--- config.mk ---
export PLATFORM = sky130hd
export DESIGN_NAME = min_sweep_flat
export DESIGN_NICKNAME = d
export VERILOG_FILES = /design/src/rtl/min_sweep_if.sv /design/src/rtl/min_sweep.sv /design/src/flat_wrapper.sv
export SDC_FILE = /design/constraint.sdc
export NUM_CORES = 1
export LEC_CHECK = 0
export ABC_AREA = 1
export CAP_MARGIN = 20
export CORE_ASPECT_RATIO = 0.7
export CORE_MARGIN = 2
export CORE_UTILIZATION = 25
export DETAILED_ROUTE_END_ITERATION = 8
export PLACE_DENSITY_LB_ADDON = 0.15
export REMOVE_ABC_BUFFERS = 1
export SYNTH_ARGS = -nofsm -noshare
export SYNTH_HDL_FRONTEND = slang
export SYNTH_SLANG_ARGS = --single-unit
--- constraint.sdc ---
create_clock -name clk -period 1.7 [get_ports clk]
set_clock_uncertainty 0.1 [all_clocks]
set_input_delay 0.17 -clock clk [delete_from_list [all_inputs] [get_ports clk]]
set_output_delay 0.17 -clock clk [all_outputs]
set_load 0.03 [all_outputs]
--- src/rtl/min_sweep_if.sv ---
// Stimulus/capture bundle between min_sweep and its environment: start/status,
// the code driven to min.a, the returned min.d, and the table. Optional ones via MIN_SWEEP_ONES_EN.
interface min_sweep_if;
  logic        start;
  logic [3:0]  a;
  logic        d;
  logic        busy;
  logic        done;
  logic [15:0] table_out;
`ifdef MIN_SWEEP_ONES_EN
  logic [4:0]  ones;
`endif

  modport master (
    input  start,
    input  d,
    output a,
    output busy,
    output done,
`ifdef MIN_SWEEP_ONES_EN
    output ones,
`endif
    output table_out
  );

  modport slave (
    output start,
    output d,
    input  a,
    input  busy,
    input  done,
`ifdef MIN_SWEEP_ONES_EN
    input  ones,
`endif
    input  table_out
  );
endinterface

--- src/rtl/min_sweep.sv ---
// Sweeps codes 0..15 onto min.a, holding each HOLD cycles, and captures min.d into a truth table.
// MIN_SWEEP_ONES_EN adds a registered population count of the captured table.
module min_sweep #(
  parameter int unsigned HOLD = 1
) (
  input logic        clk,
  input logic        rst,
  min_sweep_if.master bus
);

  typedef enum logic [1:0] {
    IDLE,
    SWEEP,
    DONE
  } state_t;

  localparam logic [3:0] HOLD_M1 = 4'(HOLD - 1);

  state_t      r_state;
  state_t      w_next;
  logic [3:0]  r_idx;
  logic [3:0]  r_a;
  logic [3:0]  r_cnt;
  logic [15:0] r_table;
  logic        w_hit;
  logic        w_busy;
  logic        w_done;
`ifdef MIN_SWEEP_ONES_EN
  logic [4:0]  r_ones;
`endif

  assign w_hit = (r_cnt == HOLD_M1);

  always_comb begin
    w_next = r_state;
    w_busy = 1'b0;
    w_done = 1'b0;
    case (r_state)
      IDLE: begin
        if (bus.start) w_next = SWEEP;
      end
      SWEEP: begin
        w_busy = 1'b1;
        if (w_hit && (r_idx == 4'hF)) w_next = DONE;
      end
      DONE: begin
        w_done = 1'b1;
        w_next = IDLE;
      end
      default: w_next = IDLE;
    endcase
  end

  always_ff @(posedge clk) begin
    if (rst) begin
      r_state <= IDLE;
      r_idx   <= '0;
      r_a     <= '0;
      r_cnt   <= '0;
      r_table <= '0;
`ifdef MIN_SWEEP_ONES_EN
      r_ones  <= '0;
`endif
    end else begin
      r_state <= w_next;
      case (r_state)
        IDLE: begin
          if (bus.start) begin
            r_idx   <= '0;
            r_a     <= '0;
            r_cnt   <= '0;
            r_table <= '0;
`ifdef MIN_SWEEP_ONES_EN
            r_ones  <= '0;
`endif
          end
        end
        SWEEP: begin
          if (w_hit) begin
            r_table[r_idx] <= bus.d;
            r_cnt          <= '0;
`ifdef MIN_SWEEP_ONES_EN
            r_ones         <= r_ones + 5'(bus.d);
`endif
            // Last code: park a at 0 as DONE is entered instead of wrapping the index.
            if (r_idx != 4'hF) begin
              r_idx <= r_idx + 4'd1;
              r_a   <= r_a + 4'd1;
            end else begin
              r_a   <= '0;
            end
          end else begin
            r_cnt <= r_cnt + 4'd1;
          end
        end
        DONE: begin
          r_a <= '0;
        end
        default: begin
          r_a <= '0;
        end
      endcase
    end
  end

  assign bus.a         = r_a;
  assign bus.busy      = w_busy;
  assign bus.done      = w_done;
  assign bus.table_out = r_table;
`ifdef MIN_SWEEP_ONES_EN
  assign bus.ones      = r_ones;
`endif

endmodule

--- src/flat_wrapper.sv ---
// flat-port wrapper written by rule: the top's interface ports become plain ports
module min_sweep_flat 
#(
  parameter int unsigned HOLD = 1
)
  (clk, rst, bus_start, bus_d, bus_a, bus_busy, bus_done, bus_table_out);
  min_sweep_if bus_i ();
  input logic clk;
  input logic rst;
  input wire logic [$bits(bus_i.start)-1:0] bus_start;
  input wire logic [$bits(bus_i.d)-1:0] bus_d;
  output wire logic [$bits(bus_i.a)-1:0] bus_a;
  output wire logic [$bits(bus_i.busy)-1:0] bus_busy;
  output wire logic [$bits(bus_i.done)-1:0] bus_done;
  output wire logic [$bits(bus_i.table_out)-1:0] bus_table_out;
  assign bus_i.start = bus_start;
  assign bus_i.d = bus_d;
  assign bus_a = bus_i.a;
  assign bus_busy = bus_i.busy;
  assign bus_done = bus_i.done;
  assign bus_table_out = bus_i.table_out;
  min_sweep #(.HOLD(HOLD)) u_core (.clk(clk), .rst(rst), .bus(bus_i));
endmodule
======== Word level (Yosys, flattened, before mapping) ========
Cells that the tools add are included.
word-level totals
  register bits after elaboration ......... 30
  word-level logic and storage cells ...... 48
  input port bits ......................... 4
  output and inout port bits .............. 22
operators by class
  magnitude comparators ................... 2
  equal/unequal tests ..................... 8
  multiplexer cells ....................... 20
  reductions and logical operators ........ 10
  add/subtract/negate cells ............... 3
operators by type and width
  cell                   number
  $mux W16               2
  $pmux W16 S2           1
  $mux W4                6
  $pmux W4 S2            3
  $bwmux W16             1
  $add A4 B1 Y4 const B  3
  $ne A2 B1 Y1 const B   3
  $reduce_and A2 Y1      3
  $lt A4 B5 Y1 const B   1
  $demux W1 S4           1
  $eq A4 B4 Y1 const B   1
  $ge A4 B1 Y1 const B   1
  $logic_not A4 Y1       1
  $mux W2                2
  $ne A4 B4 Y1 const B   1
  $pmux W2 S2            1
  $reduce_and A4 Y1      1
  $mux W1                3
  $reduce_and A3 Y1      1
  $eq A2 B1 Y1 const B   1
  $eq A2 B2 Y1 const B   1
  $logic_and A1 B1 Y1    2
  $logic_not A2 Y1       1
  $ne A2 B2 Y1 const B   1
  $reduce_bool A2 Y1     1

======== Logic depth before layout (Yosys ltp) ========
Gate-level depths: netlist (run 1).
  word-level depth ........................ 7
  gate-level depth with buffers ........... 8
  mapped depth without buffers ............ 8

======== Worst setup path after synthesis (run 1) ========
Ideal clock, no wire load.
  kind .................................... flip-flop to flip-flop
  start point ............................. register u_core.r_idx[0]
  end point ............................... register u_core.r_idx[3]
  arrival ................................. 1,120 ps
  cell stages (with the launch flop) ...... 9
  period minus slack after synthesis ...... 1,333 ps
  slack ................................... 367 ps
  library setup time ...................... 113 ps
  buffers on the path ..................... 0
  data required time ...................... 1,487 ps
  cell sequence ........................... dfxtp_1 ha_1 nand2_1 nor2_1 nand2_2 nand3_2 nand2_1 nand2_1 nor2_1
between the ends
  word-level cells in the longest chain between the ends .. 4
  elaborated cells on any way between the ends .. 7
  those cells by class .................... add/sub (1); eq/ne (2); mux (3); reduce/logical (1)
RTL lines
  item                    RTL line         text
  from (decl)             min_sweep.sv:21  logic [3:0] r_idx;
  from (signal assigned)  min_sweep.sv:87  r_idx <= r_idx + 4'd1;
  $add A4 B1 Y4           min_sweep.sv:87
  $mux W4                 min_sweep.sv:86  if (r_idx != 4'hF) begin
  $mux W4                 min_sweep.sv:79  if (w_hit) begin
  $pmux W4 S2             min_sweep.sv:66  case (r_state)
Parallel ways exist; a longest one is shown, timed or not. The select of a mux whose other input is x is not followed.
A chain may end at the register's enable or synchronous reset.

======== Worst setup path in the final report (run 1) ========
  start point ............................. register u_core.r_a[2] (netlist: u_core.bus.a[2])
  end point ............................... output port bus_a[2]
RTL lines
  item                    RTL line            text
  from (decl)             min_sweep.sv:22     logic [3:0] r_a;
  from (signal assigned)  min_sweep.sv:88     r_a <= r_a + 4'd1;
  to (decl)               flat_wrapper.sv:12  output wire logic [$bits(bus_i.a)-1:0] bus_a;
No word-level cell between the ends.

==> results of run 1 <==
-- worst register-to-register path, stage by stage, from the launching register on --
cell,delay [ns]
dfxtp_1,0.41
inv_2,0.07
nand2_4,0.11
inv_6,0.04
buf_4,0.19
nand2_8,0.20
nand2_2,0.13
o21ai_1,0.17
nor2_1,0.06
-- kinds of logic after synthesis --
family / share of synthesized area, %
buffers and inverters: 9.50
AO/OA/AOI/OAI: 10.7
flip-flops: 33.1
adder cells (fa/ha/maj): 4.82
XOR/XNOR: 0.482
AND/OR/NAND/NOR: 41.5
-- cells in the mapped netlist (all sizes together) --
master  count
o21ai       4
xor2        1
inv        17
ha          7
nand3b     13
dfxtp      30
nand2      63
nand4       8
nor2       18
buf        10
nor3        1
a21oi      25
clkbuf      2
nand3      36
-- layout by cell type (no fill, tap or decap), drive strengths merged --
master / synthesis / routed
nand2: 63 / 63
buf: 10 / 11
o21ai: 4 / 4
nand3: 36 / 36
a21oi: 25 / 25
dlygate4sd2: 0 / 2
nand3b: 13 / 13
nor2: 18 / 18
ha: 7 / 7
nand4: 8 / 8
nor3: 1 / 1
clkdlybuf4s50: 0 / 22
inv: 17 / 17
xor2: 1 / 1
dlymetal6s2s: 0 / 1
dfxtp: 30 / 30
clkbuf: 2 / 8
-- where the power goes --
group | switching, W | internal, W
sequential | 0.0000182 | 0.000716
combinational | 0.000167 | 0.000105
clock | 0.000284 | 0.000409
total | 0.000469 | 0.00123
-- sequential cells by signal, indices dropped and copies added (netlist names) --
signal	cells
u_core.bus.a	4
u_core.r_idx	4
u_core.bus.table_out	16
u_core.r_cnt	4
u_core.r_state	2
-- through the flow --
stage | util, % | worst slack (ns) | power (W) | cells | area, µm²
detailed placement | 31.8 | 0.0725 | 0.00102 | 353 | 2190
finish | 33.5 | 0.0746 | 0.00170 | 361 | 2300
CTS | 33.4 | 0.0391 | 0.00172 | 361 | 2300
floorplan | - | 0.180 | 0.000922 | 223 | 1710
global route | 33.5 | 0.00109 | 0.00178 | 361 | 2300
global placement | 31.8 | 0.0694 | 0.00103 | 353 | 2190
-- path summary, 6_finish.rpt --
check	slack [ns]	cells after the start	to
max	0.07	1	bus_a[2]
min reg2reg	0.36	2	u_core.bus.table_out[14]
max reg2reg	0.11	8	u_core.bus.a[3]
min	0.36	2	u_core.bus.table_out[14]
-- routing by layer --
metal	share of wire (%)	vias to the layer above	global-route usage [%]
met5	0	-	0
met2	36	32	16.6
li1	-	851	-
met4	1.4	0	3.95
met3	4.2	8	3.51
met1	58	693	17.2
-- repair_timing --
item                       4_1_cts  5_1_grt
resized for setup                2        3
hold buffers                     0        0
setup endpoints to repair        2        5
-- layout make-up --
type / count / area share, %
well taps: 94 / 5.11
flip-flops and latches: 30 / 26.1
repair buffers: 36 / 15.5
inverters: 17 / 2.99
multi-input cells: 176 / 45.5
clock buffers: 8 / 4.78
==> impl_results.md, run 1 <==
* Vias at 1584
* Clock-pin slew on the worst setup and hold paths at 0.07 ns
* Root Driver: clkbuf_8
* CTS max path bufs at 2
* Post-route ant nets at 0
* Initial antenna violation count at 0
* Register Area at 601 µm²
* H-tree levels at 2
* Worst-path fanout max at 4
* Area share of the largest cell type after synthesis at 33.1%
* Crit path time final at 1.63 ns
* Slew @ Worst Pin at 0.407 ns
* Top Ports at 26
* TritonCTS clock tree: built
* CTS buffer count at 5
* Starting density of the core at 26.4%
* Worst Hold Class: reg -> reg
* CP endpoint kind: primary output
* Endpoints failing hold at 0
* Drt first-iter violations at 71
* Relative slew margins at 72.8%
* Vias in the first global route at 1536
* RePlAce Congestion at 0.767
* FP Rows at 25
* RSZ-0062 raised after global routing: false
* Final setup violation count at 0
* Total wire length at 4.27 mm
* Ranking of synthesized cells by area: dfxtp_1 (33%), nand2_1 (10%), nand3_1 (6.9%)
* Mapped cell area at 1820 µm²
* Die Height at 75.3 µm
* HP Start: u_core.bus.table_out[14]
* FMAX at 615 MHz
* WHS at 0.363 ns
* Reg-to-reg critical path startpoint: u_core.r_state[1]
* Die footprint at 7980 µm²
* Status: completed
* CP required at 1.43 ns
* Layout Nets at 277
* Cell count after synthesis at 235
* Layout cell share with drive strength beyond 1 at 22.8%
* Largest stage delay on the critical path at 0.69 ns
* P&R area growth vs syn at 26.8%
* Final period utilization at 95.6%
* WL/cell at 11.8 µm
* Pre-antenna DRT Iters at 4
* Mean Syn Cell Area at 7.73 µm²
* DP Wirelength at 3.06 mm
* Worst path cell trace: clkdlybuf4s50_1
* First-pass GRT wire length at 7.37 mm
* Bufs and invs on worst path at 1
* Seq/Total Area, Yosys at 33.1%
* Pin count of the biggest net entering global routing at 25
* Worst Setup Start Kind: flip-flop
* Area of the multi-input gates at 1050 µm²
* Per-cell via count in the routed design at 4.39
* Top cell type by total area after synthesis: dfxtp_1
* Fin. max-slew vios at 0
* Synth Warn # at 0
* Setup Buffers After CTS at 0
* Leak at 0.888 nW
* GRT Residual Overflow at 0
* Synth cell types at 28
* Clk_lat worst skew at 0.29 ns
* Setup crit start: u_core.bus.a[2]
* Fill cells at 743
* #FFs+latches synth at 30
* Critical-path top delay cell: clkdlybuf4s50_1
* Delay-heaviest family, CP: buffers and inverters
* Power per cell area at 737 nW/µm²
* Diodes inserted at 0
* Max-cap viol count at 0
* CP Class: reg -> out
* Drc violations at 0
* Count of input and output buffers at 25
* Clk sinks at 30
* Die Span X at 106 µm
* Max IR drop VDD at 0.000205 V
* Gr usage total at 11.8%
* WP data arrival at 1.36 ns
* Core Box Area at 6880 µm²
* Setup TNS Final at 0 ns
No activity file was read; power rests on OpenSTA's default activity.
==> inputs of run 2 (changes only) <==
- SKIP_CTS_REPAIR_TIMING: unset -> 1
==> impl_results.md, run 2 (synthesized netlist as in run 1, its figures left out) <==
* Total wire length at 4.29 mm
* Endpoints failing hold at 0
* Starting density of the core at 26.4%
* Fin util at 33.6%
* First-pass GRT wire length at 7.37 mm
* Pre-CTS setup slack at 0.0725 ns
* Core Box Area at 6880 µm²
* TritonCTS clock tree: built
* Fill cells at 743
* Die footprint at 7980 µm²
* WL/cell at 11.9 µm
* Critical-path top delay cell: clkdlybuf4s50_1
* WP data arrival at 1.36 ns
* WP depth at 1
* Commonest cells after routing, fill and taps aside: nand2_1 (49), dfxtp_1 (30), nand3_1 (25)
* DP Wirelength at 3.06 mm
* Count of input and output buffers at 25
* GRT Residual Overflow at 0
* Pin count of the biggest net entering global routing at 25
* Crit path time final at 1.63 ns
* Per-cell via count in the routed design at 4.40
* Drt first-iter violations at 74
* Vias at 1590
* Top Ports at 26
* Clk_lat worst skew at 0.29 ns
* Layout cell share with drive strength beyond 1 at 22.8%
* Largest stage delay on the critical path at 0.69 ns
* Root Driver: clkbuf_8
* Leak at 0.913 nW
* Worst path cell trace: clkdlybuf4s50_1
* Worst Hold Class: reg -> reg
* RePlAce Congestion at 0.767
* Pre-antenna DRT Iters at 4
* Max IR drop VDD at 0.000207 V
* Worst reg-to-reg path cell count at 8
* Layout Nets at 277
* Setup TNS Final at 0 ns
* Worst-path fanout max at 4
* Gr usage total at 11.8%
* Vias in the first global route at 1536
* Clk sinks at 30
* Delay-heaviest family, CP: buffers and inverters
* Diodes inserted at 0
* Fin. max-slew vios at 0
* Worst Setup Start Kind: flip-flop
* Power per cell area at 735 nW/µm²
* Most common cell after layout, fill and taps aside: nand2_1
* Bufs and invs on worst path at 1
* Slew @ Worst Pin at 0.418 ns
* P&R area growth vs syn at 27.2%
* CTS buffer count at 5
* RSZ-0062 raised after global routing: false
* Max reg flops at 16
* CTS max path bufs at 2
* Final setup violation count at 0
* Post-route ant nets at 0
* Hold depth at 2
* Clock-pin slew on the worst setup and hold paths at 0.07 ns
* CP endpoint kind: primary output
* H-tree levels at 2
* FMAX at 615 MHz
* CP required at 1.43 ns
* Die Span X at 106 µm
* FP Rows at 25
* Relative slew margins at 72.1%
* Die Height at 75.3 µm
* Final WS setup at 0.0728 ns
* Drc violations at 0
* Max-cap viol count at 0
* Initial antenna violation count at 0
* Status: completed
* Final period utilization at 95.7%
* CP Class: reg -> out
-- run 2: cell types whose count changed in the layout (fill, tap and decap cells not counted), sizes merged --
cell,change
dlygate4sd2,-2
dlymetal6s2s,+2
-- run 2: area by class of cell --
class                      count  area [µm²]  share of cell area [%]
multi-input combinational    176        1050                    45.4
clock buffer                   8         110                    4.76
sequential                    30         601                    26.0
tap                           94         118                    5.09
timing repair buffer          36         365                    15.8
inverter                      17        68.8                    2.98
-- run 2: worst paths after layout --
| path | end | start | slack, ns |
|---|---|---|---|
| max | bus_a[2] | u_core.bus.a[2] | 0.07 |
| min | u_core.bus.table_out[14] | u_core.bus.table_out[14] | 0.36 |
| max reg2reg | u_core.bus.a[3] | u_core.r_state[1] | 0.11 |
| min reg2reg | u_core.bus.table_out[14] | u_core.bus.table_out[14] | 0.36 |
-- run 2: routing by layer --
metal	GRT usage, %	up-vias	part of all wire (%)
met3	3.51	8	4.3
met5	0	-	0
met2	16.6	34	36
met1	17.2	698	59
li1	-	850	-
met4	3.95	0	1.4
-- run 2: per-stage QoR --
| stage | instances | area [µm²] | power, W | hold WS (ns) |
|---|---|---|---|---|
| 6_report | 361 | 2310 | 0.00170 | 0.363 |
| 5_1_grt | 361 | 2310 | 0.00178 | 0.385 |
| 4_1_cts | 361 | 2300 | 0.00172 | 0.368 |
| 3_5_place_dp | 353 | 2190 | 0.00102 | 0.358 |
| 3_3_place_gp | 353 | 2190 | 0.00103 | 0.351 |
| 2_1_floorplan | 223 | 1710 | 0.000922 | 0.132 |
-- run 2: where the power goes --
group / internal (W) / switching (W)
combinational: 0.000106 / 0.000168
clock: 0.000409 / 0.000283
sequential: 0.000716 / 0.0000184
total: 0.00123 / 0.000469
